### src/rtl/seq_playback_ctrl.sv
// seq_playback_ctrl: steps pattern-ROM sequences onto the LEDs.
// Optional pause button enabled by defining SEQ_PAUSE_EN.
module seq_playback_ctrl #(
  parameter int NUM_SEQ  = 8,
  parameter int SEQ_LEN  = 16,
  parameter int DATA_W   = 8,
  parameter int TICK_DIV = 12_500_000,
  localparam int SEQ_W   = $clog2(NUM_SEQ),
  localparam int STEP_W  = $clog2(SEQ_LEN),
  localparam int ADDR_W  = SEQ_W + STEP_W
) (
  input  logic              clk_50,
  input  logic              reset,
  input  logic              pb_seq_up,
  input  logic              pb_seq_dn,
  input  logic [DATA_W-1:0] rom_data,
`ifdef SEQ_PAUSE_EN
  input  logic              pb_pause,
`endif
  output logic [ADDR_W-1:0] rom_addr,
  output logic [SEQ_W-1:0]  seq_num,
  output logic [DATA_W-1:0] leds,
  output logic              step_tick
);

  localparam int CNT_W = $clog2(TICK_DIV);
  localparam logic [CNT_W-1:0] TERM = CNT_W'(TICK_DIV - 1);

  typedef enum logic [1:0] {
    FETCH = 2'd0,
    LATCH = 2'd1,
    WAIT  = 2'd2
  } state_t;

  state_t              state, state_d;
  logic [STEP_W-1:0]   step, step_d;
  logic [CNT_W-1:0]    tick_cnt, cnt_d;
  logic [SEQ_W-1:0]    seq_d;
  logic [ADDR_W-1:0]   addr_d;
  logic [DATA_W-1:0]   leds_d;
  logic                tick_d;
  logic                up_q, dn_q;
  logic                up_e, dn_e, seq_chg;
  logic                run;

  assign up_e    = pb_seq_up & ~up_q;
  assign dn_e    = pb_seq_dn & ~dn_q;
  assign seq_chg = up_e ^ dn_e;

`ifdef SEQ_PAUSE_EN
  logic pause_q, paused;

  // Pause toggles on each rising edge of the pause button
  always_ff @(posedge clk_50 or negedge reset) begin
    if (!reset) begin
      pause_q <= 1'b0;
      paused  <= 1'b0;
    end else begin
      pause_q <= pb_pause;
      if (pb_pause & ~pause_q)
        paused <= ~paused;
    end
  end

  assign run = ~paused;
`else
  assign run = 1'b1;
`endif

  // Next-state logic; the address is loaded at the event edge so the
  // registered ROM has valid data by the time LATCH samples it
  always_comb begin
    state_d = state;
    seq_d   = seq_num;
    step_d  = step;
    cnt_d   = tick_cnt;
    addr_d  = rom_addr;
    leds_d  = leds;
    tick_d  = 1'b0;
    if (seq_chg) begin
      seq_d   = up_e ? seq_num + SEQ_W'(1)
                     : seq_num - SEQ_W'(1);
      step_d  = '0;
      cnt_d   = '0;
      addr_d  = {seq_d, step_d};
      state_d = FETCH;
    end else begin
      unique case (state)
        FETCH: begin
          addr_d  = {seq_num, step};
          state_d = LATCH;
        end
        LATCH: begin
          leds_d  = rom_data;
          state_d = WAIT;
        end
        WAIT: begin
          if (run) begin
            if (tick_cnt == TERM) begin
              tick_d  = 1'b1;
              step_d  = step + STEP_W'(1);
              cnt_d   = '0;
              addr_d  = {seq_num, step_d};
              state_d = FETCH;
            end else begin
              cnt_d = tick_cnt + CNT_W'(1);
            end
          end
        end
        default: state_d = FETCH;
      endcase
    end
  end

  // State and output registers
  always_ff @(posedge clk_50 or negedge reset) begin
    if (!reset) begin
      state     <= FETCH;
      seq_num   <= '0;
      step      <= '0;
      tick_cnt  <= '0;
      rom_addr  <= '0;
      leds      <= '0;
      step_tick <= 1'b0;
      up_q      <= 1'b0;
      dn_q      <= 1'b0;
    end else begin
      state     <= state_d;
      seq_num   <= seq_d;
      step      <= step_d;
      tick_cnt  <= cnt_d;
      rom_addr  <= addr_d;
      leds      <= leds_d;
      step_tick <= tick_d;
      up_q      <= pb_seq_up;
      dn_q      <= pb_seq_dn;
    end
  end

endmodule

### config.mk
export PLATFORM = sky130hd
export DESIGN_NAME = seq_playback_ctrl
export DESIGN_NICKNAME = d
export VERILOG_FILES = /design/src/rtl/seq_playback_ctrl.sv
export SDC_FILE = /design/constraint.sdc
export NUM_CORES = 1
export LEC_CHECK = 0
export BUFFER_PORTS_ARGS = -buffer_cell sky130_fd_sc_hd__buf_4
export CAP_MARGIN = 20
export CORE_ASPECT_RATIO = 0.75
export CORE_MARGIN = 2
export CORE_UTILIZATION = 30
export DETAILED_ROUTE_END_ITERATION = 16
export PLACE_DENSITY = 0.53
export SYNTH_ARGS = -nofsm -noshare
export SYNTH_HDL_FRONTEND = slang
export SYNTH_SLANG_ARGS = --single-unit
### constraint.sdc
create_clock -name clk_50 -period 2.9 [get_ports clk_50]
set_clock_uncertainty 0.2 [all_clocks]
set_input_delay 0.29 -clock clk_50 [delete_from_list [all_inputs] [get_ports clk_50]]
set_output_delay 0.29 -clock clk_50 [all_outputs]
set_load 0.02 [all_outputs]
==> results of run 1 <==
[what timing repair did]
| item | in CTS | in global routing |
|---|---|---|
| buffers inserted | 0 | 0 |
| hold endpoints to repair | 53 | 0 |
| hold buffers | 3 | 0 |
[sequential cells by signal, summed over array words and instances, names as in the netlist]
name       flops
dn_q           1
rom_addr       7
seq_num        3
step           4
leds           8
state          2
step_tick      1
up_q           1
tick_cnt      24
[worst max-delay path, cell delays in order]
cell           delay (ps)
dlygate4sd3_1         530
buf_4                 110
nand2b_1              180
xnor2_2               790
buf_4                 370
nor2_1                 60
a221oi_1              260
[power groups by stage]
stage	registers [mW]	logic, mW	clock network (mW)
2_1_floorplan	1.12	0.390	0
3_3_place_gp	1.01	0.843	0
3_5_place_dp	1.01	0.854	0
4_1_cts	1.00	0.859	0.591
5_1_grt	1.03	0.924	0.624
6_report	0.999	0.852	0.572
[worst min-delay path by stage]
stage                      from          end  slack, ps  cells past startpoint
floorplan                 reset         dn_q       -210                      0
global placement          reset  tick_cnt[4]        190                      1
detailed placement        reset  tick_cnt[5]        180                      1
CTS                 rom_data[3]      leds[3]         20                      2
global route        rom_data[1]      leds[1]         20                      2
finish              rom_data[3]      leds[3]         30                      2
[layout make-up]
class	count	share of cell area
clock buffers	7	0.0411
clock inverters	1	0.00155
inverters	3	0.00349
multi-input cells	203	0.422
flip-flops and latches	51	0.395
well taps	108	0.0418
repair buffers	40	0.0953
[Yosys cell counts, drive strengths merged, types with 3 or more instances]
cell type  number  area [µm²]
o21ai           7        35.0
nand2b          3        18.8
and4            4        35.0
dfrtp          51        1280
o22ai           6        37.5
a32o            4        40.0
a21oi          13        65.1
or4             3        22.5
or3             6        37.5
a31oi           5        31.3
xor2            8        70.1
and3            4        25.0
nor4            6        58.8
nand3          19         100
inv             3        11.3
nor2           15        58.8
nand2          29         109
nor2b           3        18.8
nor3           11        71.3
mux2           11         124
xnor2           3        26.3
clkbuf         11        41.3
nand4          11        75.1
[metal layers]
layer	share of wire	global-route usage	vias up
met1	0.53	0.233	1094
met5	0	0	-
met4	0.0093	0.0366	0
met2	0.41	0.205	50
met3	0.044	0.0318	7
li1	-	-	1094
[stage by stage]
| step | power, mW | util | setup slack [ps] |
|---|---|---|---|
| after detailed placement | 1.87 | 0.358 | 488 |
| final | 2.42 | 0.377 | 282 |
| after CTS | 2.45 | 0.377 | 292 |
| after global routing | 2.58 | 0.377 | 65.2 |
| after floorplan | 1.51 | - | 836 |
| after global placement | 1.85 | 0.358 | 551 |
[kinds of logic (layout without fill, tap and decap cells)]
logic type | after synthesis | after routing
buffers and inverters | 16 | 51
adder cells (fa/ha/maj) | 3 | 3
AO/OA/AOI/OAI | 51 | 51
multiplexers | 13 | 13
XOR/XNOR | 11 | 11
AND/OR/NAND/NOR | 125 | 125
flip-flops | 51 | 51
==> impl_summary.md, run 1 <==
Detailed routing
For this block, the routed nets add up to 6670 µm of wire. The number of DRC markers in iteration 0 is 131. Once detail routing completed, the nets flagged for antenna violations numbered 0. The per-cell via count in the routed design is 5.44. The post-route DRC violation count is 4.

For this run, the detailed router's first-pass iteration total came to 10. The via count is between 2,000 and 2,500. The average wire per standard cell is 16.1 µm.

Synthesis
Among all flip-flop cells after synthesis, the most frequent one is dfrtp_1. Of the total synthesized cell area, the portion taken by full adders, half adders and majority gates is 0.0168. The mapped netlist covers 0.00268 mm². Of the total synthesized cell area, the portion taken by XOR and XNOR cells is 0.0359. For this run, the number of Yosys warnings is 0. After synthesis the netlist holds a flip-flop and latch count of 51.

The area fraction in and, or, nand and nor cells after synthesis is 0.268. In the synthesized netlist, the number of instances is 270. The proportion of register bits with asynchronous set or reset after synthesis is 1.00. The mux contribution to synthesized area is 0.0536. The number of different library cells used by synthesis comes to 56. The number of synthesized flops with an enable pin is 0. The average footprint of a synthesized cell is 9.94 µm². Synthesis produced a netlist with a net count of roughly 290.

The area fraction in compound gates after synthesis is 0.128. The largest family of logic cells by synthesized area is simple AND/OR/NAND/NOR gates. Of the synthesized area, sequential elements account for 0.476.

Layout
The share of post-route cells with drive strength above 1 is 0.207. The non-filler instance count after layout is ~410. Leaving out fill and tap cells, the most frequent cells in the layout are dfrtp_1 (51), buf_4 (37), nand2_1 (29). The multi-input combinational cell area is 0.00136 mm². After the last flow step, the layout net total stands at 319.

The flip-flop and latch area is 0.00128 mm². The final design area excluding fillers is around 0.0032 mm². The synthesis-to-finish area growth is 20.3%.

The library cell used most frequently in the layout, excluding fill and tap cells, is dfrtp_1. The number of fill cells is 827. The number of diodes is 0.

Placed design
After detailed placement, the total cell area comes to 0.00306 mm². The number of port buffers is 30. At the end of routability-driven placement, the weighted congestion stood at 0.806. Detailed placement finished with a half-perimeter wire length of between 4000 and 5000 µm.

The total instance count after detailed placement is 402.

Global route
The initial antenna violation count came to 0. The overall global routing resource usage is 0.148. The first global-routing pass estimated 11,400 µm of wire. The maximum number of pins on one net before global-route repair is 52. Summed over all layers, the global routing overflow is 0. The via count of the first global-routing pass was 2,214.

Flow run
Max-cap violations in this run came to 0.

Floorplan
The count of standard-cell rows is 29. The floorplan step set the die height to 85.9 µm. The initial utilization of the core area, before any placement, comes to 0.313. The width of the die is approximately 110 µm. The I/O pin total is 31. The total area inside the core boundary comes to 0.00856 mm². The floorplan step defined a die boundary enclosing 0.00973 mm².

Pwr
The combinational share of power is 0.352. The cell internal power dissipation is roughly 1.6 mW. The fraction of power consumed by sequential logic is 0.412. The analysis attributes to cell leakage a power of 1.36 nW.

Of the total power, the share spent switching nets is 0.357. Across the VDD grid, the largest voltage drop is 443 µV. The share of total power dissipated in the clock network is 0.236.

The switching power summed over all nets is 0.866 mW. The power density normalized to cell area is 751 mW/mm².

Clocking
Clock tree synthesis inserted a total of 5 buffers. The clock tree buffer depth is 2. TritonCTS built the clock tree. The deepest level of the CTS H-tree is 2. In this run the clock root is driven by a clkbuf_16. CTS saw 51 sinks.

The post-cts resize count is 0. Clock-pin slew was measured on the worst setup and hold paths at 60 ps. The clock insertion delay at the later pin of the skew report is 290 ps.

Timing
Setup repair after global routing left no endpoint under its margin. Headroom to the max-slew limit came out at 0.386. Derived from the worst setup path, the maximum achievable clock frequency is between 0.3 and 0.4 GHz. Dividing the final minimum period by the clock period gives 0.903. Subtracting the final worst setup slack from the clock period gives approximately 2600 ps.

The count of endpoints failing hold in the final timing report was 0. The aggregate negative setup slack is 0 ps. The number of max-slew violations in the final report came to 0. Across all hold checks on the routed design, the worst slack comes to 31.8 ps.

Setup violations remaining at the end of the flow were counted as 0. The transition time at the pin with the least slew margin is between 900 and 1000 ps.

Worst setup path
The kind of start point of the critical path is a primary input. The maximum net fanout on the critical path is 19. For the worst setup path, the data arrival time is about 2600 ps. Setup slack on the worst reg-to-reg path comes out at 480 ps. The worst register-to-register path ends at rom_addr[4]. The critical path capture point is rom_addr[4]. The startpoint identified for the worst register-to-register timing path is up_q. The startpoint-to-endpoint class of the critical path is in2reg. STA classifies the critical path endpoint as a flop. The number of cells on the worst reg-to-reg path is 5. The critical path starts at pb_seq_up. At the worst endpoint, the required time is 2890 ps.

Status
The run finished, with violations left. The final reports fail on DRC.

Hold path
In this run the worst hold path is classified as in2reg.
No activity file was read; power rests on OpenSTA's default activity.
==> run 2, diff against run 1 <==
- CORE_UTILIZATION: 30 -> 50
- PLACE_DENSITY: 0.53 -> 0.79
- clock period: 2.9 -> 2.1 ns (I/O delays scaled with it)
==> run 2 against run 1 <==
- the run now ends clean
- register-to-register slack worse by 450 ps
- critical path depth is 2 lower
- hold slack better by 200 ps
- via count is 12% higher
- die area is 39% lower
- clock power is 0.7% higher
- sequential share of layout area is 4.0 points lower
- flip-flop and latch count stayed put
- routed wire length is 6.8% higher
- critical endpoint is now tick_cnt[20]
==> impl_summary.md, run 2 (synthesis gave the netlist of run 1 again) <==
Global route
For this run the aggregate overflow at the end of global routing stands at 0. For this run, the total global-route usage over all layers was measured as 0.248. The wire length of the first global-routing pass is 11,500 µm. Entering global routing, the biggest net connects between 50 and 60 pins. The initial antenna violation count is 0.

The via count of the first global-routing pass came to 2,356.

Timing
The final critical-path share of the clock period is 0.987. The number of max-slew violations in the final report came to 0. The count of endpoints failing hold in the final timing report is 0. The final critical-path setup slack is 26.4 ps. Setup repair after global routing could not meet its margin everywhere. The headroom to the max-slew limit is 0.566.

At the pin with the least slew margin, the transition time is about 650 ps. Timing would allow up to 0.482 GHz. Adding up every negative setup slack in the final design gives 0 ps. The shortest clock period the worst path allows after layout is 2070 ps. Setup violations remaining at the end of the flow were counted as 0.

Layout
The repair_antennas step left the layout with diodes totalling 0. The library cells used most frequently in the layout, excluding fill and tap cells, are buf_4 (72), dfrtp_1 (47), nand2_1 (28). The register with the most flip-flops in the final layout is tick_cnt. Leaving out fill and tap cells, the most frequent cell in the layout is buf_4. The register with the most flip-flops in the layout has 24 of them. The largest registers in the layout are tick_cnt (24), leds (8), rom_addr (7).

Fill cells in the final layout number 383. The synthesis-to-finish area growth is 34.5%. The total number of nets in the final design is 365. The share of post-route cells with drive strength above 1 is 0.343. The non-filler instance count after layout is 425.

Detailed routing
The routed design has 7120 µm of wire. Dividing the detail-routed wire length by the instance count gives 16.8 µm. The detailed router finished its first iteration with roughly 240 violations. The pre-antenna-repair detailed-routing pass consisted of 4 iterations. The post-route DRC violation count is 0. The number of routed nets with antenna violations is 0.

The per-cell via count in the routed design is 5.90. The via count is 2,506.

Clocking
The deepest level of the CTS H-tree is 2. The clock reaches the later pin of the worst-skew pair after 300 ps. The clock drives 51 sinks. TritonCTS created 5 clock buffers. The post-CTS clock slew at the launch and capture registers of the worst setup and hold paths is 90 ps. The tree is rooted in a clkbuf_8. The clock passes through at most 2 buffers. TritonCTS built the clock tree.

Floorplan
The width of the die is approximately 89 µm. In this run the vertical extent of the chip is 67.5 µm. The die covers 0.00598 mm². In this run the count of I/O pins placed on the die edge is 31. The initial utilization of the core area, before any placement, comes to 0.510.

The area of the core region is 0.00527 mm². Row generation in the floorplan step produced 23 rows.

Worst setup path
The critical path capture point type is a flop. STA puts the critical path data required time at 2120 ps. The startpoint-to-endpoint class of the critical path is reg2reg. STA classifies the critical path startpoint as a flop. The arrival time at the worst endpoint is 2090 ps.

The maximum net fanout on the critical path is 6.

Placed design
The congestion estimate from routability-driven global placement came to 0.928. Port buffering added 30 buffers. The setup slack after placement is -146 ps. The total instance count after detailed placement is 401.

Detailed placement finished with a half-perimeter wire length of 4700 µm.

Hold path
The min-delay analysis places its worst path in the category in2reg.

Pwr
Power spread over the standard cell area amounts to 909 mW/mm². IR analysis of the VDD net gives a maximum drop of 912 µV. The static power due to leakage is 1.58 nW.

Status
The run finished with clean final reports.

Flow run
Across the run, the number of max-cap violations was 0.
[run 2: metrics by stage]
step | instance area, µm² | power [mW] | util | hold WS (ps)
2_1_floorplan | 2680 | 2.09 | - | -286
3_3_place_gp | 3270 | 2.61 | 0.622 | 75.4
3_5_place_dp | 3270 | 2.65 | 0.622 | 84.7
4_1_cts | 3480 | 3.25 | 0.662 | 308
5_1_grt | 3610 | 3.47 | 0.685 | 247
6_report | 3610 | 3.28 | 0.685 | 232
[run 2: power breakdown]
| group | leakage (nW) | switching (mW) | internal (mW) |
|---|---|---|---|
| Combinational | 0.871 | 0.741 | 0.605 |
| Clock | 0.0470 | 0.317 | 0.260 |
| Sequential | 0.659 | 0.161 | 1.20 |
[run 2: layer usage]
metal | GRT usage | routed length (µm) | vias up
met4 | 0.0530 | 115 | 0
met3 | 0.0526 | 456 | 14
met5 | 0 | 0 | -
met1 | 0.377 | 3250 | 1213
met2 | 0.367 | 3290 | 102
li1 | - | - | 1177
[run 2: final timing paths]
path | startpoint | endpoint | slack, ps | cells past startpoint
setup reg to reg | tick_cnt[19] | tick_cnt[20] | 30 | 5
hold / removal | pb_seq_up | seq_num[1] | 230 | 5
min in group asynchronous | reset | tick_cnt[6] | 270 | 2
setup / recovery | tick_cnt[19] | tick_cnt[20] | 30 | 5
max in group asynchronous | reset | tick_cnt[11] | 940 | 2
hold reg to reg | seq_num[2] | seq_num[2] | 310 | 1
[run 2: worst max-delay path: stages (launching register included)]
cell and delay [ps]:
dfrtp_1 400, and3_1 240, and4_2 290, and2_2 250
or4_1 470, a31oi_1 150
[run 2: layout make-up]
cell class | instances | area, µm² | area share
Clock buffer | 6 | 82.6 | 0.0229
Timing Repair Buffer | 86 | 693 | 0.192
Inverter | 3 | 11.3 | 0.00312
Tap cell | 75 | 93.8 | 0.0260
Multi-Input combinational cell | 203 | 1440 | 0.399
Sequential cell | 51 | 1280 | 0.355
Clock inverter | 1 | 5.00 | 0.00139
[run 2: repair_timing]
action                                  CTS  global route
pin swaps                                 1             8
hold buffers                             11             0
buffers inserted                          0             6
endpoints found under the hold margin    61             0
endpoints found under the setup margin   19            28
gates resized for setup                   3            21
